===== config.mk =====
export PLATFORM = sky130hd
export DESIGN_NAME = seq_multiplier_nbits
export DESIGN_NICKNAME = d
export VERILOG_FILES = /design/src/rtl/seq_multiplier_nbits_pkg.sv /design/src/rtl/seq_mult_ctrl.sv /design/src/rtl/seq_multiplier_nbits.sv
export SDC_FILE = /design/constraint.sdc
export NUM_CORES = 1
export LEC_CHECK = 0
export CORE_MARGIN = 3
export CORE_UTILIZATION = 64
export DETAILED_ROUTE_END_ITERATION = 12
export DONT_BUFFER_PORTS = 1
export PLACE_DENSITY_LB_ADDON = 0.12
export REMOVE_ABC_BUFFERS = 1
export SYNTH_ARGS = -nofsm -noshare
export SYNTH_HDL_FRONTEND = slang
export SYNTH_SLANG_ARGS = --single-unit

===== constraint.sdc =====
create_clock -name clk -period 4.5 [get_ports clk]
set_clock_uncertainty 0.2 [all_clocks]
set_input_delay 0.9 -clock clk [delete_from_list [all_inputs] [get_ports clk]]
set_output_delay 0.9 -clock clk [all_outputs]
set_load 0.02 [all_outputs]

===== src/rtl/seq_multiplier_nbits_pkg.sv =====
// Shared definitions for the sequential shift-and-add multiplier:
// FSM state encoding and the iteration-counter width helper.
package seq_multiplier_nbits_pkg;

  typedef enum logic [1:0] {
    ST_IDLE = 2'd0,
    ST_RUN  = 2'd1,
    ST_DONE = 2'd2
  } state_t;

  function automatic int cnt_width(input int width);
    return $clog2(width + 1);
  endfunction

endpackage


===== src/rtl/seq_mult_ctrl.sv =====
// Control path for seq_multiplier_nbits: IDLE/RUN/DONE sequencing,
// iteration counter and busy/done generation.
module seq_mult_ctrl
  import seq_multiplier_nbits_pkg::*;
#(
  parameter int WIDTH = 8
) (
  input  logic i_clk,
  input  logic i_reset,
  input  logic i_start,
  output logic o_busy,
  output logic o_done,
  output logic o_load,
  output logic o_step,
  output logic o_last
);

  localparam int CW = cnt_width(WIDTH);
  localparam logic [CW-1:0] LAST_CNT = CW'(WIDTH - 1);

  state_t          r_state;
  state_t          w_state_nxt;
  logic [CW-1:0]   r_cnt;

  always_ff @(posedge i_clk) begin
    if (i_reset) begin
      r_state <= ST_IDLE;
      r_cnt   <= '0;
    end else begin
      r_state <= w_state_nxt;
      if (o_load)
        r_cnt <= '0;
      else if (o_step)
        r_cnt <= r_cnt + 1'b1;
    end
  end

  // DONE is not busy, so a start seen there launches the next operation directly.
  always_comb begin
    w_state_nxt = r_state;
    o_load      = 1'b0;
    o_step      = 1'b0;
    o_last      = 1'b0;
    o_busy      = (r_state == ST_RUN);
    o_done      = (r_state == ST_DONE);
    case (r_state)
      ST_IDLE: begin
        if (i_start) begin
          o_load      = 1'b1;
          w_state_nxt = ST_RUN;
        end
      end
      ST_RUN: begin
        o_step = 1'b1;
        if (r_cnt == LAST_CNT) begin
          o_last      = 1'b1;
          w_state_nxt = ST_DONE;
        end
      end
      ST_DONE: begin
        if (i_start) begin
          o_load      = 1'b1;
          w_state_nxt = ST_RUN;
        end else begin
          w_state_nxt = ST_IDLE;
        end
      end
      default: w_state_nxt = ST_IDLE;
    endcase
  end

endmodule


===== src/rtl/seq_multiplier_nbits.sv =====
// Parametrised sequential shift-and-add multiplier with optional signed mode;
// one partial product per clock, exact 2*WIDTH-bit result.
module seq_multiplier_nbits
  import seq_multiplier_nbits_pkg::*;
#(
  parameter int WIDTH     = 8,
  parameter bit SIGNED_EN = 1'b1
) (
  input  logic                 clk,
  input  logic                 reset,
  input  logic                 start,
  input  logic                 signed_mode,
  input  logic [WIDTH-1:0]     a,
  input  logic [WIDTH-1:0]     b,
  output logic                 busy,
  output logic                 done,
  output logic [2*WIDTH-1:0]   p
);

  logic                 w_load;
  logic                 w_step;
  logic                 w_last;
  logic                 w_mode_s;
  logic [WIDTH-1:0]     w_a_mag;
  logic [WIDTH-1:0]     w_b_mag;
  logic [2*WIDTH-1:0]   w_acc_sum;

  logic [2*WIDTH-1:0]   r_mcand;
  logic [WIDTH-1:0]     r_mplier;
  logic [2*WIDTH-1:0]   r_acc;
  logic                 r_neg;
  logic [2*WIDTH-1:0]   r_p;

  seq_mult_ctrl #(.WIDTH(WIDTH)) u_ctrl (
    .i_clk   (clk),
    .i_reset (reset),
    .i_start (start),
    .o_busy  (busy),
    .o_done  (done),
    .o_load  (w_load),
    .o_step  (w_step),
    .o_last  (w_last)
  );

  // The most negative operand negates to 2^(WIDTH-1), which still fits unsigned.
  assign w_mode_s  = SIGNED_EN && signed_mode;
  assign w_a_mag   = (w_mode_s && a[WIDTH-1]) ? -a : a;
  assign w_b_mag   = (w_mode_s && b[WIDTH-1]) ? -b : b;
  assign w_acc_sum = r_acc + (r_mplier[0] ? r_mcand : '0);

  always_ff @(posedge clk) begin
    if (reset) begin
      r_mcand  <= '0;
      r_mplier <= '0;
      r_acc    <= '0;
      r_neg    <= 1'b0;
      r_p      <= '0;
    end else if (w_load) begin
      r_mcand  <= {{WIDTH{1'b0}}, w_a_mag};
      r_mplier <= w_b_mag;
      r_acc    <= '0;
      r_neg    <= w_mode_s && (a[WIDTH-1] ^ b[WIDTH-1]);
    end else if (w_step) begin
      r_acc    <= w_acc_sum;
      r_mcand  <= r_mcand << 1;
      r_mplier <= r_mplier >> 1;
      if (w_last)
        r_p <= r_neg ? -w_acc_sum : w_acc_sum;
    end
  end

  assign p = r_p;

endmodule


==> After elaboration in Yosys (flattened, before gate mapping) <==
Cells that the tools add are included.
{ "totals": {"reg_bits": 63, "in_bits": 20, "output_inout_bits": 18, "elab_cells": 46} }
{ "op_classes": {"addsub": 5, "eq_ne": 5, "muxes": 17, "bitwise_logic": 2, "n_reduce_logical": 9} }
{ "op_table": {"columns": ["operator", "n"], "rows": [
  ["two-way mux 8 bit", 6],
  ["two-way mux 16 bit", 2],
  ["adder 16 bit", 1],
  ["negation 16 bit", 1],
  ["negation 8 bit", 2],
  ["two-way mux 1 bit", 6],
  ["one-hot mux 2 bit (3 select lines)", 1],
  ["adder 4 x 1 -> 4 bit, second input constant", 1],
  ["equality test 4 x 3 -> 1 bit, second input constant", 1],
  ["two-way mux 2 bit", 2],
  ["OR reduction 2 bit", 2],
  ["logical AND 1 bit", 3],
  ["AND reduction 3 bit", 1],
  ["equality test 2 x 1 -> 1 bit, second input constant", 1],
  ["equality test 2 bit, second input constant", 1],
  ["zero test 2 bit", 1],
  ["inequality test 2 x 1 -> 1 bit, second input constant", 1],
  ["inequality test 2 bit, second input constant", 1],
  ["AND reduction 2 bit", 1],
  ["nonzero test 2 bit", 1],
  ["NOT 1 bit", 1],
  ["bitwise XOR 1 bit", 1]
]} }

==> Logic depth before layout (Yosys ltp) <==
Gate-level depths: netlist of the first run.
{ "depth": {"depth_word": 5, "depth_mapped": 13, "mapped_depth_nobuf": 12} }

==> By module <==
From an unflattened synthesis of the first run, not the netlist that was laid out.
{ "unflattened": {"cells_unflattened": 476, "area_unflattened_um2": 4006.3} }
{ "by_module_without_submodules": {"columns": ["module", "n_inst", "cells_each", "area_each_um2", "seq_area_each_um2"], "rows": [
  ["seq_multiplier_nbits", 1, 446, 3746.1, 1141.1],
  ["seq_mult_ctrl", 1, 30, 260.2, 120.1]
]} }

==> Worst setup path before layout of the first run <==
Ideal clock, no wire load.
{ "synth_path": {"path_type": "register -> register", "from": "reg r_mplier[0]", "to": "reg r_p[15] (netlist: p[15])", "setup_time_ns": 0.062, "arrival_ns": 3.322, "required_time_ns": 4.238, "setup_slack_ns": 0.915, "path_stages_with_launch": 14, "n_path_buf": 1, "period_less_slack_ns": 3.585, "cell_sequence": "dfxtp_1 > clkbuf_1 > and2_1 > ha_1 > fa_1 > a211o_1 > a21o_1 > a21o_1 > xnor2_2 > o211ai_2 > or3_1 > o31a_1 > or4_1 > nand3_1"} }
{ "synth_between": {"elab_chain_len": 4} }
{ "synth_lines": {"columns": ["item", "line_no", "rtl"], "rows": [
  ["start: declaration", "seq_multiplier_nbits.sv:29", "logic [WIDTH-1:0] r_mplier;"],
  ["start signal: assignment", "seq_multiplier_nbits.sv:60", "r_mplier <= w_b_mag;"],
  ["start signal: assignment", "seq_multiplier_nbits.sv:66", "r_mplier <= r_mplier >> 1;"],
  ["two-way mux 16 bit *", "seq_multiplier_nbits.sv:49", "assign w_acc_sum = r_acc + (r_mplier[0] ? r_mcand : '0);"],
  ["adder 16 bit *", "seq_multiplier_nbits.sv:49", null],
  ["negation 16 bit", "seq_multiplier_nbits.sv:68", "r_p <= r_neg ? -w_acc_sum : w_acc_sum;"],
  ["two-way mux 16 bit *", "seq_multiplier_nbits.sv:68", null],
  ["end signal: assignment", "seq_multiplier_nbits.sv:68", null],
  ["end: declaration", "seq_multiplier_nbits.sv:32", "logic [2*WIDTH-1:0] r_p;"]
]} }
Mark *: on every way between the ends. The rest lies on a longest branch, timed or not.
A chain may end at the register's enable or synchronous reset.

==> Worst setup path after layout of the first run <==
Same ends and word-level chain as after synthesis.

==> results.json, run 1 <==
{
  "multi_input_area_um2": 2410,
  "critPathMaxFanout": 17,
  "routed_wl_um": 8290,
  "hold_slack_ps": 256,
  "antenna_left": 0,
  "rsz0062_at_grt": "false",
  "power_frac_seq_pct": 46.6,
  "drc": 0,
  "io_pins": 38,
  "grt_max_degree": 48,
  "cts_buffers": 9,
  "slew_headroom_pct": 38.1,
  "path_delay_family": "compound AO/OA/AOI/OAI gates",
  "die_area_um2": 6960,
  "cts_sinks": 63,
  "report.final.slew_viol_count": 0,
  "path_cells": "and2_1 > ha_1 > fa_1 > a211o_1 > a21o_1 > a21o_1 > xnor2_2 > o211ai_2 > or3_1 > o31a_1 > or4_1 > nand3_1",
  "placed_area_um2": 3840,
  "cts-resized-gates": 0,
  "path_clk_slew_ps": 70,
  "num_antenna_cells": 0,
  "port_buffers": 0,
  "yosysWarnings": 0,
  "layout_setup_ws_ps": 725,
  "fin_crit_sh_pct": 83.9,
  "synth-edff-count": 0,
  "utilization_pct": 71.9,
  "synthArstFlopShare_pct": 0,
  "core_um2": 5640,
  "clockBufferDepth": 2,
  "clkLatencyLatePin_ps": 340,
  "critPathMaxStageDelay_ps": 440,
  "period_needed_ps": 3770,
  "hpwl_um": 5780,
  "ctsHoldBuffers": 0,
  "num-fill-cells": 451,
  "fp.dieH_um": 83.4,
  "syn_area_um2": 3840,
  "first_pass_iters": 4,
  "via_count": 3421,
  "critPathKind": "reg2reg",
  "slowest_stage": "dfxtp_1",
  "post_drt_wl_per_cell_um": 14.8,
  "nNetsFinal": 523,
  "synth.distinct_cells": 49,
  "p_int_mw": 0.935,
  "via_per_inst": 6.11,
  "status": "complete, no violations",
  "drt_iter0_drc": 336,
  "ys_seq_elements": 63,
  "initial_utilization_pct": 68.0,
  "ir_drop_uv": 216,
  "antenna_found_initial": 0,
  "layout-drive-gt1-share_pct": 5.74,
  "p_sw_mw": 0.334,
  "power.leakage_nw": 1.54,
  "start_kind": "register",
  "required_ps": 4580,
  "place_congestion": 0.886,
  "worst_slew_pin_slew_ps": 928,
  "cts_tree": "done",
  "clkPwrFrac_pct": 42.5,
  "track_usage_pct": 23.9,
  "powerDensity_nw_per_um2": 313,
  "synth_cells": 499,
  "drv_cap": 0,
  "grt_pass1_vias": 3141,
  "htreeDepth": 3,
  "syn_area_per_cell_um2": 7.69,
  "p_total_mw": 1.27,
  "cp-end-kind": "register",
  "synth-main-ff-cell": "dfxtp_1",
  "regArea_um2": 1260,
  "setup_viol": 0,
  "hold_viol_final": 0,
  "pwr-share-comb_pct": 11.0,
  "postCtsSetupBuffers": 0,
  "die_w_um": 83.4,
  "fmax_mhz": 265,
  "cpMostUsedCell": "a21o_1",
  "yosysSeqAreaShare_pct": 32.9,
  "power_switching_share_pct": 26.3,
  "dp_cells": 544,
  "crit_buf_inv": 0,
  "row_count": 27,
  "area_growth_pct": 5.74,
  "pre_cts_ws_ps": 752,
  "worstPathArrival_ps": 3860,
  "design_area_um2": 4060,
  "stdcell_count": 560,
  "overflow": 0,
  "fin_setup_tns_ps": 0,
  "grt_pass1_wl_um": 14000,
  "hold_path.class": "reg2reg",
  "cts-root-buf": "clkbuf_8"
}
cells in the final DEF (no fill, tap or decap), drive strengths merged, types with 5 or more instances in the layout:
master	instances
a211oi	18
a21o	5
a21oi	44
a311oi	15
a31oi	7
and2	18
clkbuf	9
dfxtp	63
ha	19
inv	12
nand2	88
nand3	12
nand3b	5
nor2	52
nor3	9
o21a	7
o21ai	11
xnor2	16
xor2	19
cells by family (layout without fill, tap and decap cells):
kind of cell	after synthesis	count (layout)	share of synthesized area, %
adders and majority gates	20	20	6.71
buffers and inverters	43	32	4.34
AOI/OAI and AO/OA	128	128	23.0
xor gates and xnor gates	35	35	8.18
DFF	63	63	32.9
muxes	2	2	0.522
and+or+nand+nor	208	208	24.4
final timing paths:
kind / start / cells past startpoint / endpoint / slack, ps
hold reg to reg: r_mcand[15] / 2 / r_mcand[15] / 260
setup reg to reg: r_mplier[0] / 12 / p[15] / 730
hold / removal: r_mcand[15] / 2 / r_mcand[15] / 260
setup / recovery: r_mplier[0] / 12 / p[15] / 730
routing by layer:
| metal | vias up | wire length (µm) | track usage, % |
|---|---|---|---|
| met3 | 16 | 607 | 6.05 |
| met1 | 1575 | 3720 | 30.7 |
| li1 | 1728 | - | - |
| met2 | 102 | 3860 | 40.1 |
| met4 | 0 | 102 | 6.29 |
| met5 | - | 0 | 0 |
power by group through the flow:
stage | Sequential [mW] | Combinational (mW) | Clock (mW)
2_1_floorplan | 0.597 | 0.108 | 0
3_3_place_gp | 0.602 | 0.134 | 0
3_5_place_dp | 0.603 | 0.138 | 0
4_1_cts | 0.590 | 0.139 | 0.547
5_1_grt | 0.593 | 0.156 | 0.577
6_report | 0.591 | 0.139 | 0.539
area by class of cell:
| type | count | share of cell area, % |
|---|---|---|
| tap | 72 | 2.22 |
| clock inverter | 7 | 2.40 |
| clock buffer | 9 | 3.05 |
| sequential | 63 | 31.1 |
| inverter | 12 | 1.11 |
| timing repair buffer | 4 | 0.740 |
| multi-input combinational | 393 | 59.4 |
worst reg2reg max path, stage by stage, from the launching register on:
cell and delay (ps):
dfxtp_1 440, and2_1 210, ha_1 200, fa_1 410, a211o_1 310, a21o_1 200
a21o_1 220, xnor2_2 210, o211ai_2 160, or3_1 390, o31a_1 300, or4_1 400
nand3_1 70
registers in the layout (all words and copies together), names as in the netlist:
register and cells:
p 16, r_acc 16, r_mcand 16, r_mplier 8, u_ctrl.r_cnt 4, u_ctrl.r_state 2, r_neg 1
synth_stat cells, types with 7 or more instances:
master / number / share of area [%]
inv_1: 12 / 1.2
a21oi_1: 42 / 5.5
a311oi_1: 14 / 3.2
o21ai_0: 11 / 1.4
dfxtp_1: 63 / 33
clkbuf_1: 24 / 2.3
nand2_1: 88 / 8.6
and2_1: 18 / 2.9
nand3_1: 12 / 1.6
a31oi_1: 7 / 1.1
xnor2_1: 15 / 3.4
nor3_1: 9 / 1.2
a211oi_1: 17 / 3.3
o21a_1: 7 / 1.4
nor2_1: 52 / 5.1
xor2_1: 19 / 4.3
ha_1: 19 / 6.2
Power figures use the tool's default switching activity.
==> inputs of run 2 (changes only) <==
Clock period 4.5 ns to 3.9 ns, I/O delays scaled along.
==> results.json, run 2 (synthesis results as in run 1) <==
{
  "rsz0062_at_grt": "false",
  "fin_setup_tns_ps": 0,
  "antenna_found_initial": 0,
  "via_per_inst": 6.00,
  "cts_buffers": 9,
  "nNetsFinal": 525,
  "clockBufferDepth": 2,
  "layout_common_cells": "88 x nand2_1, 63 x dfxtp_1, 52 x nor2_1",
  "hpwl_um": 5880,
  "ir_drop_uv": 201,
  "fp.dieH_um": 83.4,
  "placed_area_um2": 3850,
  "path_clk_slew_ps": 70,
  "port_buffers": 0,
  "report.final.slew_viol_count": 0,
  "initial_utilization_pct": 68.0,
  "die_w_um": 83.4,
  "stdcell_count": 562,
  "cts_tree": "done",
  "reg2reg_slack_ps": 270,
  "row_count": 27,
  "critPathMaxFanout": 6,
  "powerDensity_nw_per_um2": 353,
  "die_area_um2": 6960,
  "core_um2": 5640,
  "power.leakage_nw": 1.55,
  "cts_sinks": 63,
  "start_kind": "register",
  "status": "complete, no violations",
  "cp-end-kind": "register",
  "design_area_um2": 4060,
  "hold_viol_final": 0,
  "fin_crit_sh_pct": 93.0,
  "htreeDepth": 3,
  "area_growth_pct": 5.80,
  "hold_slack_ps": 259,
  "period_needed_ps": 3630,
  "worst_slew_pin_slew_ps": 1070,
  "worstPathArrival_ps": 3710,
  "layout-drive-gt1-share_pct": 5.92,
  "via_count": 3371,
  "final_common_cell": "nand2_1",
  "overflow": 0,
  "drv_cap": 0,
  "track_usage_pct": 24.3,
  "critPathKind": "reg2reg",
  "drc": 0,
  "cts-root-buf": "clkbuf_8",
  "routed_wl_um": 8300,
  "grt_pass1_vias": 3176,
  "grt_max_degree": 39,
  "first_pass_iters": 5,
  "setup_viol": 0,
  "required_ps": 3980,
  "ctsHoldBuffers": 0,
  "antenna_left": 0,
  "dp_cells": 546,
  "postCtsSetupBuffers": 0,
  "grt_pass1_wl_um": 14100,
  "cts-resized-gates": 0,
  "drt_iter0_drc": 255,
  "slew_headroom_pct": 28.6,
  "fmax_mhz": 276,
  "hold_path.class": "reg2reg",
  "post_drt_wl_per_cell_um": 14.8,
  "place_congestion": 0.914,
  "clkLatencyLatePin_ps": 340,
  "io_pins": 38,
  "num_antenna_cells": 0
}
[run 2: cell count changes in the layout (fill, tap and decap cells not counted)]
cell        delta
clkbuf_8       +3
clkinv_4       -2
clkinv_2       +1
clkbuf_1       +1
clkinvlp_4     -2
bufinv_16      -1
buf_4          +2
[run 2: power by group]
group | internal [mW] | switching (mW) | total [mW] | leakage (nW)
Combinational | 0.0581 | 0.109 | 0.167 | 0.931
Sequential | 0.663 | 0.0161 | 0.679 | 0.512
Clock | 0.346 | 0.243 | 0.589 | 0.109
Total | 1.07 | 0.368 | 1.44 | 1.55
[run 2: metal layers]
| layer | track usage, % | part of all wire (%) |
|---|---|---|
| met5 | 0 | 0 |
| met4 | 8.77 | 1.6 |
| met3 | 7.04 | 6.7 |
| met2 | 40.0 | 47 |
| met1 | 30.2 | 45 |
[run 2: worst paths after layout]
path,from,end,cells after the start
worst min register to register,r_mcand[15],r_mcand[15],2
worst max-delay path,r_mplier[0],p[15],12
worst min-delay path,r_mcand[15],r_mcand[15],2
worst max register to register,r_mplier[0],p[15],12
[run 2: final cells by class]
class / count / area (µm²)
Clock buffer: 13 / 169
Clock inverter: 3 / 40.0
Fill cell: 442 / 1580
Inverter: 12 / 45.0
Multi-Input combinational cell: 393 / 2410
Sequential cell: 63 / 1260
Tap cell: 72 / 90.1
Timing Repair Buffer: 6 / 45.0
[run 2: metrics by stage]
stage	total power, mW	utilization [%]	worst slack, ps
after global placement	0.854	68.3	374
after CTS	1.44	72.0	286
after detailed placement	0.858	68.3	315
after floorplan	0.814	-	408
after global routing	1.50	72.0	73.3
final	1.44	72.0	274
[run 2: worst max-delay path: stages (launching register included)]
cell	delay (ps)
dfxtp_1	340
and2_1	150
ha_1	200
fa_1	420
a211o_1	310
a21o_1	200
a21o_1	230
xnor2_2	210
o211ai_2	160
or3_1	390
o31a_1	290
or4_1	400
nand3_1	70
==> inputs of run 3 (changes only) <==
Settings changed: CORE_UTILIZATION 64 to 60.
==> results.json, run 3 (synthesis results as in run 1) <==
{
  "status": "complete, no violations",
  "routed_wl_um": 8180,
  "layout_common_cells": "88 x nand2_1, 63 x dfxtp_1, 52 x nor2_1",
  "power.leakage_nw": 1.55,
  "setup_viol": 0,
  "hold_viol_final": 0,
  "hold_path.class": "reg2reg",
  "hpwl_um": 5840,
  "multi_input_area_um2": 2410,
  "cts_tree": "done",
  "slew_headroom_pct": 25.4,
  "grt_pass1_vias": 3142,
  "report.final.slew_viol_count": 0,
  "utilization_pct": 67.1,
  "track_usage_pct": 23.4,
  "cts-resized-gates": 0,
  "cp-end-kind": "register",
  "critPathKind": "reg2reg",
  "grt_pass1_wl_um": 14100,
  "worst_slew_pin_slew_ps": 1120,
  "placed_area_um2": 3860,
  "antenna_found_initial": 0,
  "via_per_inst": 6.02,
  "ctsHoldBuffers": 0,
  "path_clk_slew_ps": 60,
  "worstPathArrival_ps": 3740,
  "drc": 0,
  "area_growth_pct": 5.90,
  "hold_slack_ps": 262,
  "initial_utilization_pct": 63.3,
  "ir_drop_uv": 268,
  "htreeDepth": 3,
  "place_congestion": 0.915,
  "fin_crit_sh_pct": 93.8,
  "rsz0062_at_grt": "false",
  "num_antenna_cells": 0,
  "fin_setup_tns_ps": 0,
  "period_needed_ps": 3660,
  "nNetsFinal": 525,
  "critPathMaxFanout": 5,
  "port_buffers": 0,
  "design_area_um2": 4070,
  "layout-drive-gt1-share_pct": 5.92,
  "start_kind": "register",
  "clockBufferDepth": 2,
  "required_ps": 3980,
  "via_count": 3400,
  "cts_sinks": 63,
  "drv_cap": 0,
  "postCtsSetupBuffers": 0,
  "post_drt_wl_per_cell_um": 14.5,
  "row_count": 28,
  "overflow": 0,
  "clkLatencyLatePin_ps": 340,
  "grt_max_degree": 39,
  "drt_iter0_drc": 230,
  "first_pass_iters": 5,
  "io_pins": 38,
  "core_um2": 6060,
  "die_area_um2": 7390,
  "num-fill-cells": 528,
  "regArea_um2": 1260,
  "fp.dieH_um": 86.0,
  "final_common_cell": "nand2_1",
  "cts_buffers": 9,
  "antenna_left": 0,
  "fmax_mhz": 273,
  "p_total_mw": 1.44,
  "cts-root-buf": "clkbuf_8",
  "die_w_um": 86.0,
  "powerDensity_nw_per_um2": 353
}
## run 3: cell counts in the layout (fill, tap and decap cells not counted)
Identical to the previous run, type by type.
## run 3: area by class of cell
class	count	share of cell area, %
clock buffers	13	4.16
clock inverters	3	0.985
inverters	12	1.11
multi-input cells	393	59.3
flip-flops and latches	63	31.0
well taps	75	2.31
repair buffers	6	1.11
## run 3: stage by stage
step	worst slack, ps	instances
floorplan	408	468
detailed placement	264	549
CTS	228	565
global route	73.3	565
global placement	374	549
finish	241	565
## run 3: report_power, final
part | switching [mW] | internal, mW
sequential | 0.0160 | 0.663
clock | 0.246 | 0.346
combinational | 0.107 | 0.0582
## run 3: final timing paths
check | from | end | slack, ps | cells past startpoint
setup / recovery | r_mcand[0] | p[15] | 240 | 12
hold / removal | r_mcand[15] | r_mcand[15] | 260 | 2
setup reg to reg | r_mcand[0] | p[15] | 240 | 12
hold reg to reg | r_mcand[15] | r_mcand[15] | 260 | 2
## run 3: worst max-delay path: stages (launching register included)
cell      delay, ps
dfxtp_1         330
and2_1          160
ha_1            200
fa_1            420
a211o_1         310
a21o_1          210
a21o_1          230
xnor2_2         210
o211ai_2        160
or3_1           400
o31a_1          300
or4_1           400
nand3_1          80
## run 3: metal layers
| metal | up-vias | GRT usage, % | wire (µm) |
|---|---|---|---|
| met2 | 101 | 36.9 | 3680 |
| li1 | 1733 | - | - |
| met1 | 1552 | 31.0 | 3820 |
| met5 | - | 0 | 0 |
| met3 | 14 | 4.90 | 536 |
| met4 | 0 | 9.64 | 141 |
